## src/rtl/alu_cmd_ctrl.sv

```systemverilog
`default_nettype none
// ============================================================================
//  Module   : alu_cmd_ctrl
//  Purpose  : UART byte-frame command parser that drives a register-output
//             ALU and returns its 16-bit result low byte first over UART TX.
//  Revision : 1.0 - initial release
// ============================================================================
module alu_cmd_ctrl #(
    parameter logic [7:0]  CMD_OP  = 8'hCC,
    parameter logic [7:0]  CMD_FN  = 8'hDD,
    parameter int unsigned TIMEOUT = 4
) (
    input  logic        CLK,
    input  logic        rst_n,
    input  logic [7:0]  RX_P_DATA,
    input  logic        RX_D_VLD,
    input  logic [15:0] ALU_OUT,
    input  logic        OUT_VALID,
    input  logic        TX_BUSY,
    output logic [7:0]  A,
    output logic [7:0]  B,
    output logic [3:0]  ALU_FUN,
    output logic        ALU_EN,
    output logic [7:0]  TX_P_DATA,
    output logic        TX_D_VLD,
    output logic        CMD_ERR
);

    typedef enum logic [3:0] {
        S_IDLE     = 4'd0,
        S_GET_A    = 4'd1,
        S_GET_B    = 4'd2,
        S_GET_FN   = 4'd3,
        S_ALU_RUN  = 4'd4,
        S_WAIT_RES = 4'd5,
        S_SEND_LO  = 4'd6,
        S_GAP      = 4'd7,
        S_SEND_HI  = 4'd8
    } state_t;

    localparam logic [3:0] c_WAIT_LAST = 4'(TIMEOUT - 1);

    state_t      r_state;
    state_t      w_state_nxt;
    logic [3:0]  r_wait_cnt;
    logic [3:0]  w_wait_cnt_nxt;
    logic [15:0] r_result;
    logic [15:0] w_result_nxt;
    logic [7:0]  w_a_nxt;
    logic [7:0]  w_b_nxt;
    logic [3:0]  w_fun_nxt;
    logic        w_err_nxt;
    logic        w_en_nxt;
    logic        w_tx_vld_nxt;
    logic [7:0]  w_tx_data_nxt;

    always_ff @(posedge CLK or negedge rst_n) begin
        if (!rst_n) begin
            r_state    <= S_IDLE;
            r_wait_cnt <= 4'd0;
            r_result   <= 16'h0000;
        end else begin
            r_state    <= w_state_nxt;
            r_wait_cnt <= w_wait_cnt_nxt;
            r_result   <= w_result_nxt;
        end
    end

    always_comb begin
        w_state_nxt    = r_state;
        w_wait_cnt_nxt = r_wait_cnt;
        w_result_nxt   = r_result;
        w_a_nxt        = A;
        w_b_nxt        = B;
        w_fun_nxt      = ALU_FUN;
        w_err_nxt      = 1'b0;

        case (r_state)
            S_IDLE: begin
                if (RX_D_VLD) begin
                    if (RX_P_DATA == CMD_OP) begin
                        w_state_nxt = S_GET_A;
                    end else if (RX_P_DATA == CMD_FN) begin
                        w_state_nxt = S_GET_FN;
                    end else begin
                        w_err_nxt = 1'b1;
                    end
                end
            end
            S_GET_A: begin
                if (RX_D_VLD) begin
                    w_a_nxt     = RX_P_DATA;
                    w_state_nxt = S_GET_B;
                end
            end
            S_GET_B: begin
                if (RX_D_VLD) begin
                    w_b_nxt     = RX_P_DATA;
                    w_state_nxt = S_GET_FN;
                end
            end
            S_GET_FN: begin
                if (RX_D_VLD) begin
                    if (RX_P_DATA[7:4] != 4'h0) begin
                        w_err_nxt   = 1'b1;
                        w_state_nxt = S_IDLE;
                    end else begin
                        w_fun_nxt   = RX_P_DATA[3:0];
                        w_state_nxt = S_ALU_RUN;
                    end
                end
            end
            S_ALU_RUN: begin
                w_wait_cnt_nxt = 4'd0;
                w_state_nxt    = S_WAIT_RES;
            end
            S_WAIT_RES: begin
                if (OUT_VALID) begin
                    w_result_nxt = ALU_OUT;
                    w_state_nxt  = S_SEND_LO;
                end else if (r_wait_cnt == c_WAIT_LAST) begin
                    w_err_nxt   = 1'b1;
                    w_state_nxt = S_IDLE;
                end else begin
                    w_wait_cnt_nxt = r_wait_cnt + 4'd1;
                end
            end
            S_SEND_LO: begin
                if (!TX_BUSY) begin
                    w_state_nxt = S_GAP;
                end
            end
            S_GAP: begin
                w_state_nxt = S_SEND_HI;
            end
            S_SEND_HI: begin
                if (!TX_BUSY) begin
                    w_state_nxt = S_IDLE;
                end
            end
            default: begin
                w_state_nxt = S_IDLE;
            end
        endcase

        // Outputs are registered copies of what the next state presents,
        // so each one lines up exactly with the state it belongs to.
        w_en_nxt     = (w_state_nxt == S_ALU_RUN);
        w_tx_vld_nxt = (w_state_nxt == S_SEND_LO) || (w_state_nxt == S_SEND_HI);
        if (w_state_nxt == S_SEND_LO) begin
            w_tx_data_nxt = w_result_nxt[7:0];
        end else if (w_state_nxt == S_SEND_HI) begin
            w_tx_data_nxt = w_result_nxt[15:8];
        end else begin
            w_tx_data_nxt = 8'h00;
        end
    end

    always_ff @(posedge CLK or negedge rst_n) begin
        if (!rst_n) begin
            A         <= 8'h00;
            B         <= 8'h00;
            ALU_FUN   <= 4'h0;
            ALU_EN    <= 1'b0;
            TX_P_DATA <= 8'h00;
            TX_D_VLD  <= 1'b0;
            CMD_ERR   <= 1'b0;
        end else begin
            A         <= w_a_nxt;
            B         <= w_b_nxt;
            ALU_FUN   <= w_fun_nxt;
            ALU_EN    <= w_en_nxt;
            TX_P_DATA <= w_tx_data_nxt;
            TX_D_VLD  <= w_tx_vld_nxt;
            CMD_ERR   <= w_err_nxt;
        end
    end

endmodule
`default_nettype wire

```

## config.mk

```make
export PLATFORM = sky130hd
export DESIGN_NAME = alu_cmd_ctrl
export DESIGN_NICKNAME = d
export VERILOG_FILES = /design/src/rtl/alu_cmd_ctrl.sv
export SDC_FILE = /design/constraint.sdc
export NUM_CORES = 1
export LEC_CHECK = 0
export CORE_ASPECT_RATIO = 0.75
export CORE_MARGIN = 5
export CORE_UTILIZATION = 48
export CTS_CLUSTER_DIAMETER = 100
export DETAILED_ROUTE_END_ITERATION = 10
export PLACE_DENSITY_LB_ADDON = 0.12
export SETUP_SLACK_MARGIN = 0.02
export SKIP_CTS_REPAIR_TIMING = 1
export SYNTH_ARGS = -nofsm -noshare
export SYNTH_HDL_FRONTEND = slang
export SYNTH_SLANG_ARGS = --single-unit
export TNS_END_PERCENT = 100
```

## constraint.sdc

```tcl
create_clock -name CLK -period 2.07 [get_ports CLK]
set_input_delay 0.3105 -clock CLK [delete_from_list [all_inputs] [get_ports CLK]]
set_output_delay 0.3105 -clock CLK [all_outputs]
set_load 0.005 [all_outputs]
```

==> reports/metrics.csv, run 1 <==
metric,value,unit
netlist_area,2340,µm²
reg2reg_from,r_state[2],
pwr_density_cell,1150,nW/µm²
drv_cap,0,
synth.most_common_cell,dfrtp_1,
synth_seq_cells,55,
tns,0,ns
grt_pass1_wl,9.13,mm
initial_core_util,0.487,
placed_cell_area,3040,µm²
numClockSinks,55,
multi_input_area,901,µm²
clkTransAtPathRegs,0.10,ns
nNetsFinal,268,
numCtsBuffers,5,
dp_hpwl,3.98,mm
pin_count,60,
fin_ws,0.202,ns
diodes,0,
portBuffers,59,
finalPower,3600,µW
clk_latency,0.31,ns
nFillCells,364,
synth_ff_type,dfrtp_1,
gp_congestion,0.875,
synth_top_area_cell,dfrtp_1,
grt_pass1_vias,1782,
die_x,90.7,µm
grt_max_degree,56,
root_buffer,clkbuf_8,
skew,0.0118,ns
p_leak,0.00143,µW
max_slew_margin,0.551,
ys_warn_count,0,
dr_total_vias,1623,
reg2reg_to,TX_P_DATA[5],
seq_area,1380,µm²
drc_errors,0,
syn-instance-count,166,
worstMarginPinSlew,0.673,ns
post-place-ws,-0.0879,ns
rows,22,
r2r_setup_slack,0.20,ns
crit_path_end_kind,register,
async_flop_share,1.00,
fmax,535,MHz
first_pass_iters,6,
cts_tree,yes,
worst-endpoint-required,2.27,ns
core,4820,µm²
overflow,0,
wirelength,5.37,mm
irDropWorstVdd,600,µV
status,"finished, final reports clean",
synth_cell_types,44,
drtAntennaViolNets,0,
avgSynthCellArea,14.1,µm²
clock_path_buffers,2,
synth_area_leaders,"dfrtp_1, mux2_2, a22o_1, buf_6, mux2_4",
finalHoldViolCount,0,
dieHeight,70.5,µm
worst-path-max-fanout,11,
finalCriticalPeriod,1.87,ns
path_class,reg2reg,
crit_arrival,2.06,ns
grt_usage,0.180,
h-tree-depth,2,
startpoint_type,register,
drive_above_1_share,0.272,
synth_edf_count,0,
wl_per_cell,17.9,µm
ys_seq_area_frac,0.587,
synth_commonest_cells,"dfrtp_1, mux2_2, a22o_1, nand2_1, nor2_1",
maxSlewViolCount,0,
rsz0062_at_grt,no,
final_cell_area,3130,µm²
ff2ff_path_depth,5,
drt_iter0_markers,69,
worstHoldPathType,in2async,
viasPerCell,5.43,
synth_top_area_share,0.587,
antenna_found_initial,0,
syn_to_final_growth,33.6,%
final-setup-viol-count,0,
dieArea,6400,µm²
synth_nets,196,
fin_crit_sh,0.903,
==> sequential cells by signal (all words and copies together) (netlist names) <==
| name | flops |
|---|---|
| TX_D_VLD | 1 |
| r_wait_cnt | 4 |
| r_result | 16 |
| TX_P_DATA | 8 |
| CMD_ERR | 1 |
| ALU_EN | 1 |
| r_state | 4 |
| A | 8 |
| B | 8 |
| ALU_FUN | 4 |
==> metrics by stage <==
step	util	cells	hold slack (ns)
2_1_floorplan	-	166	0.0149
3_3_place_gp	0.631	291	0.458
3_5_place_dp	0.631	291	0.480
4_1_cts	0.650	299	0.137
5_1_grt	0.650	299	0.180
6_report	0.650	299	0.116
==> cells by family after synthesis <==
kind of cell,after synthesis,share of synthesized area
AND/OR/NAND/NOR,41,0.121
XOR/XNOR,2,0.00747
multiplexers,36,0.178
AO/OA/AOI/OAI,22,0.0726
adder cells (fa/ha/maj),1,0.00534
flip-flops,55,0.587
buffers and inverters,9,0.0288
==> worst max path at each step <==
stage	from	to	slack, ns	cells after the start
floorplan	r_state[1]	TX_P_DATA[0]	0.33	7
global placement	RX_P_DATA[3]	TX_P_DATA[7]	-0.04	6
detailed placement	RX_P_DATA[3]	TX_P_DATA[5]	-0.09	6
CTS	r_wait_cnt[0]	TX_P_DATA[5]	0.21	6
global route	r_state[0]	TX_P_DATA[5]	0.07	5
finish	r_state[2]	TX_P_DATA[5]	0.20	5
==> critical path: stages (launching register included) <==
cell,delay [ns]
dfrtp_1,0.58
and4bb_2,0.35
nor3b_2,0.26
a31oi_1,0.09
and4_4,0.25
a22o_1,0.22
==> power breakdown <==
| group | leakage, µW | switching [µW] | internal, µW |
|---|---|---|---|
| registers | 0.000718 | 234 | 1430 |
| logic | 0.000670 | 487 | 850 |
| clock network | 0.0000461 | 358 | 245 |
| total | 0.00143 | 1080 | 2530 |
==> routing by layer <==
layer | routed length [µm] | GRT usage | vias to the layer above
li1 | - | - | 746
met1 | 2390 | 0.242 | 813
met2 | 2590 | 0.283 | 52
met3 | 308 | 0.0542 | 12
met4 | 78 | 0.0562 | 0
met5 | 0 | 0 | -
==> final cells by class <==
| class | count | area share |
|---|---|---|
| sequential | 55 | 0.439 |
| tap | 60 | 0.0240 |
| multi-input combinational | 102 | 0.288 |
| inverter | 3 | 0.00360 |
| clock buffer | 5 | 0.0220 |
| timing repair buffer | 71 | 0.216 |
| clock inverter | 3 | 0.00759 |
==> cell usage in the layout (no fill, tap or decap), types with 2 or more instances in the layout <==
cell type | netlist | routed
a22o_1 | 8 | 8
a31oi_1 | 2 | 2
buf_4 | 1 | 12
clkbuf_8 | 0 | 5
clkdlybuf4s50_1 | 0 | 58
dfrtp_1 | 55 | 55
inv_1 | 2 | 2
mux2_2 | 33 | 33
mux2_4 | 3 | 3
nand2_1 | 8 | 8
nand2b_1 | 3 | 3
nand3_1 | 4 | 4
nand3b_1 | 3 | 3
nand4b_1 | 2 | 2
nor2_1 | 6 | 6
nor3b_2 | 2 | 2
o21ai_0 | 2 | 2
Power figures use the tool's default switching activity.
==> run 2, diff against run 1 <==
--- a/constraint.sdc
+++ b/constraint.sdc
@@ -3,2 +3,2 @@
 set_output_delay 0.3105 -clock CLK [all_outputs]
-set_load 0.005 [all_outputs]
+set_load 0.05 [all_outputs]
==> results of run 2 <==
Same layout as run 1 (identical final DEF). Status: finished, final reports clean.
Among the figures that moved: total power 3600 µW -> 4350 µW; worst IR drop on VDD 600 µV -> 1110 µV
==> run 3, diff against run 2 <==
CAP_MARGIN = 20   (was unset)
CORE_MARGIN = unset   (was 5)
==> reports/metrics.csv, run 3 (same netlist as run 1, synthesis figures left out) <==
metric,value,unit,change
rows,21,,-4.5%
dp_hpwl,3.61,mm,-9.3%
final_cell_area,3140,µm²,+0.24%
worst-endpoint-required,2.33,ns,+0.06 ns
portBuffers,59,,unchanged
gp_congestion,0.867,,-0.96%
fmax,518,MHz,-3.2%
clkTransAtPathRegs,0.10,ns,about the same
cp-startpoint,RX_P_DATA[5],,
core,4570,µm²,-5.1%
drt_iter0_markers,66,,-4.3%
largest-register,r_result,,
dieHeight,62.5,µm,-11%
tns,0,ns,unchanged
worstMarginPinSlew,0.585,ns,-0.0881 ns
cts_tree,yes,,
wl_per_cell,17.0,µm,-5.5%
nNetsFinal,267,,-0.37%
drive_above_1_share,0.269,,-0.00306
grt_max_degree,30,,-46%
layout_common_cells,"clkdlybuf4s50_1, dfrtp_1, mux2_2",,
startpoint_type,input port,,
grt_pass1_wl,8.23,mm,-9.8%
irDropWorstVdd,1210,µV,
clk_latency,0.31,ns,about the same
worst-path-max-fanout,9,,-2
grt_usage,0.219,,+0.0386
crit_chain,"clkdlybuf4s50_1, nor4_1, buf_4, and3b_1, a211o_1, and4_4, a22o_1",,
antenna_found_initial,0,,unchanged
drtAntennaViolNets,0,,unchanged
viasPerCell,5.45,,+0.42%
numCtsBuffers,5,,unchanged
largest_reg_flops,16,,unchanged
worstHoldPathType,in2async,,
cpMaxStageDelayCell,clkdlybuf4s50_1,,
violations,hold timing,,
root_buffer,clkbuf_8,,
pin_count,60,,unchanged
max_slew_margin,0.610,,+0.0588
maxSlewViolCount,0,,unchanged
p_leak,0.00144,µW,about the same
h-tree-depth,2,,unchanged
fin_crit_sh,0.932,,+0.0299
final_common_cell,clkdlybuf4s50_1,,
grt_pass1_vias,1622,,-9.0%
status,finished with violations,,
rsz0062_at_grt,no,,
numClockSinks,55,,unchanged
diodes,0,,unchanged
path_class,in2reg,,
overflow,0,,unchanged
nFillCells,323,,-11%
pwr_density_cell,1390,nW/µm²,
crit_arrival,2.19,ns,+0.13 ns
final-setup-viol-count,0,,unchanged
cp_slowest_stage_delay,0.47,ns,-0.11 ns
wirelength,5.00,mm,-6.8%
drv_cap,0,,unchanged
first_pass_iters,4,,-2
finalCriticalPeriod,1.93,ns,+0.0618 ns
finalHoldViolCount,26,,+26
drc_errors,0,,unchanged
dieArea,5170,µm²,-19%
syn_to_final_growth,33.9,%,
dr_total_vias,1608,,-0.92%
reg2reg_from,r_wait_cnt[0],,
clock_path_buffers,2,,unchanged
die_x,82.7,µm,-8.8%
crit_path_end_kind,register,,
hold_slack,-0.0177,ns,-0.134 ns
initial_core_util,0.513,,+0.0261
placed_cell_area,3040,µm²,about the same
skew,0.00815,ns,-0.00370 ns
run 3: routing by layer:
layer	wire length (µm)	part of all wire	up-vias	track usage
met1	2430	0.49	813	0.322
met4	45	0.0090	0	0.0517
met3	229	0.046	6	0.0613
li1	-	-	749	-
met5	0	0	-	0
met2	2300	0.46	40	0.321
run 3: power breakdown:
part           leakage [µW]  total [µW]  internal (µW)  switching [µW]
Combinational      0.000670        2070            846            1230
Clock             0.0000474         627            274             353
Sequential         0.000718        1660           1430             229
Total               0.00144        4360           2550            1810
run 3: path summary, 6_finish.rpt:
kind	end	slack, ns	depth (start not counted)
max in group asynchronous	B[0]	1.52	2
min in group CLK	r_result[5]	0.50	1
max reg2reg	TX_P_DATA[2]	0.15	6
max	TX_P_DATA[2]	0.14	7
min	A[3]	-0.02	1
min reg2reg	r_result[5]	0.50	1
run 3: critical path: cells and delay by family:
family,cells,cell delay [ns]
AO/OA/AOI/OAI,2,0.31
buffers and inverters,2,0.65
AND/OR/NAND/NOR,3,0.92
run 3: per-stage QoR:
| step | utilization | power, µW | std cells | setup WS, ns |
|---|---|---|---|---|
| 2_1_floorplan | - | 3060 | 166 | 0.333 |
| 3_3_place_gp | 0.665 | 3670 | 287 | -0.0333 |
| 3_5_place_dp | 0.665 | 3740 | 287 | -0.175 |
| 4_1_cts | 0.687 | 4370 | 295 | 0.154 |
| 5_1_grt | 0.687 | 4560 | 295 | 0.0573 |
| 6_report | 0.687 | 4360 | 295 | 0.140 |
run 3: cell type report:
cell class / count / area [µm²] / share of cell area
Clock buffer: 6 / 82.6 / 0.0263
Clock inverter: 2 / 16.3 / 0.00518
Inverter: 3 / 11.3 / 0.00359
Multi-Input combinational cell: 102 / 901 / 0.287
Sequential cell: 55 / 1380 / 0.438
Tap cell: 57 / 71.3 / 0.0227
Timing Repair Buffer: 70 / 681 / 0.217
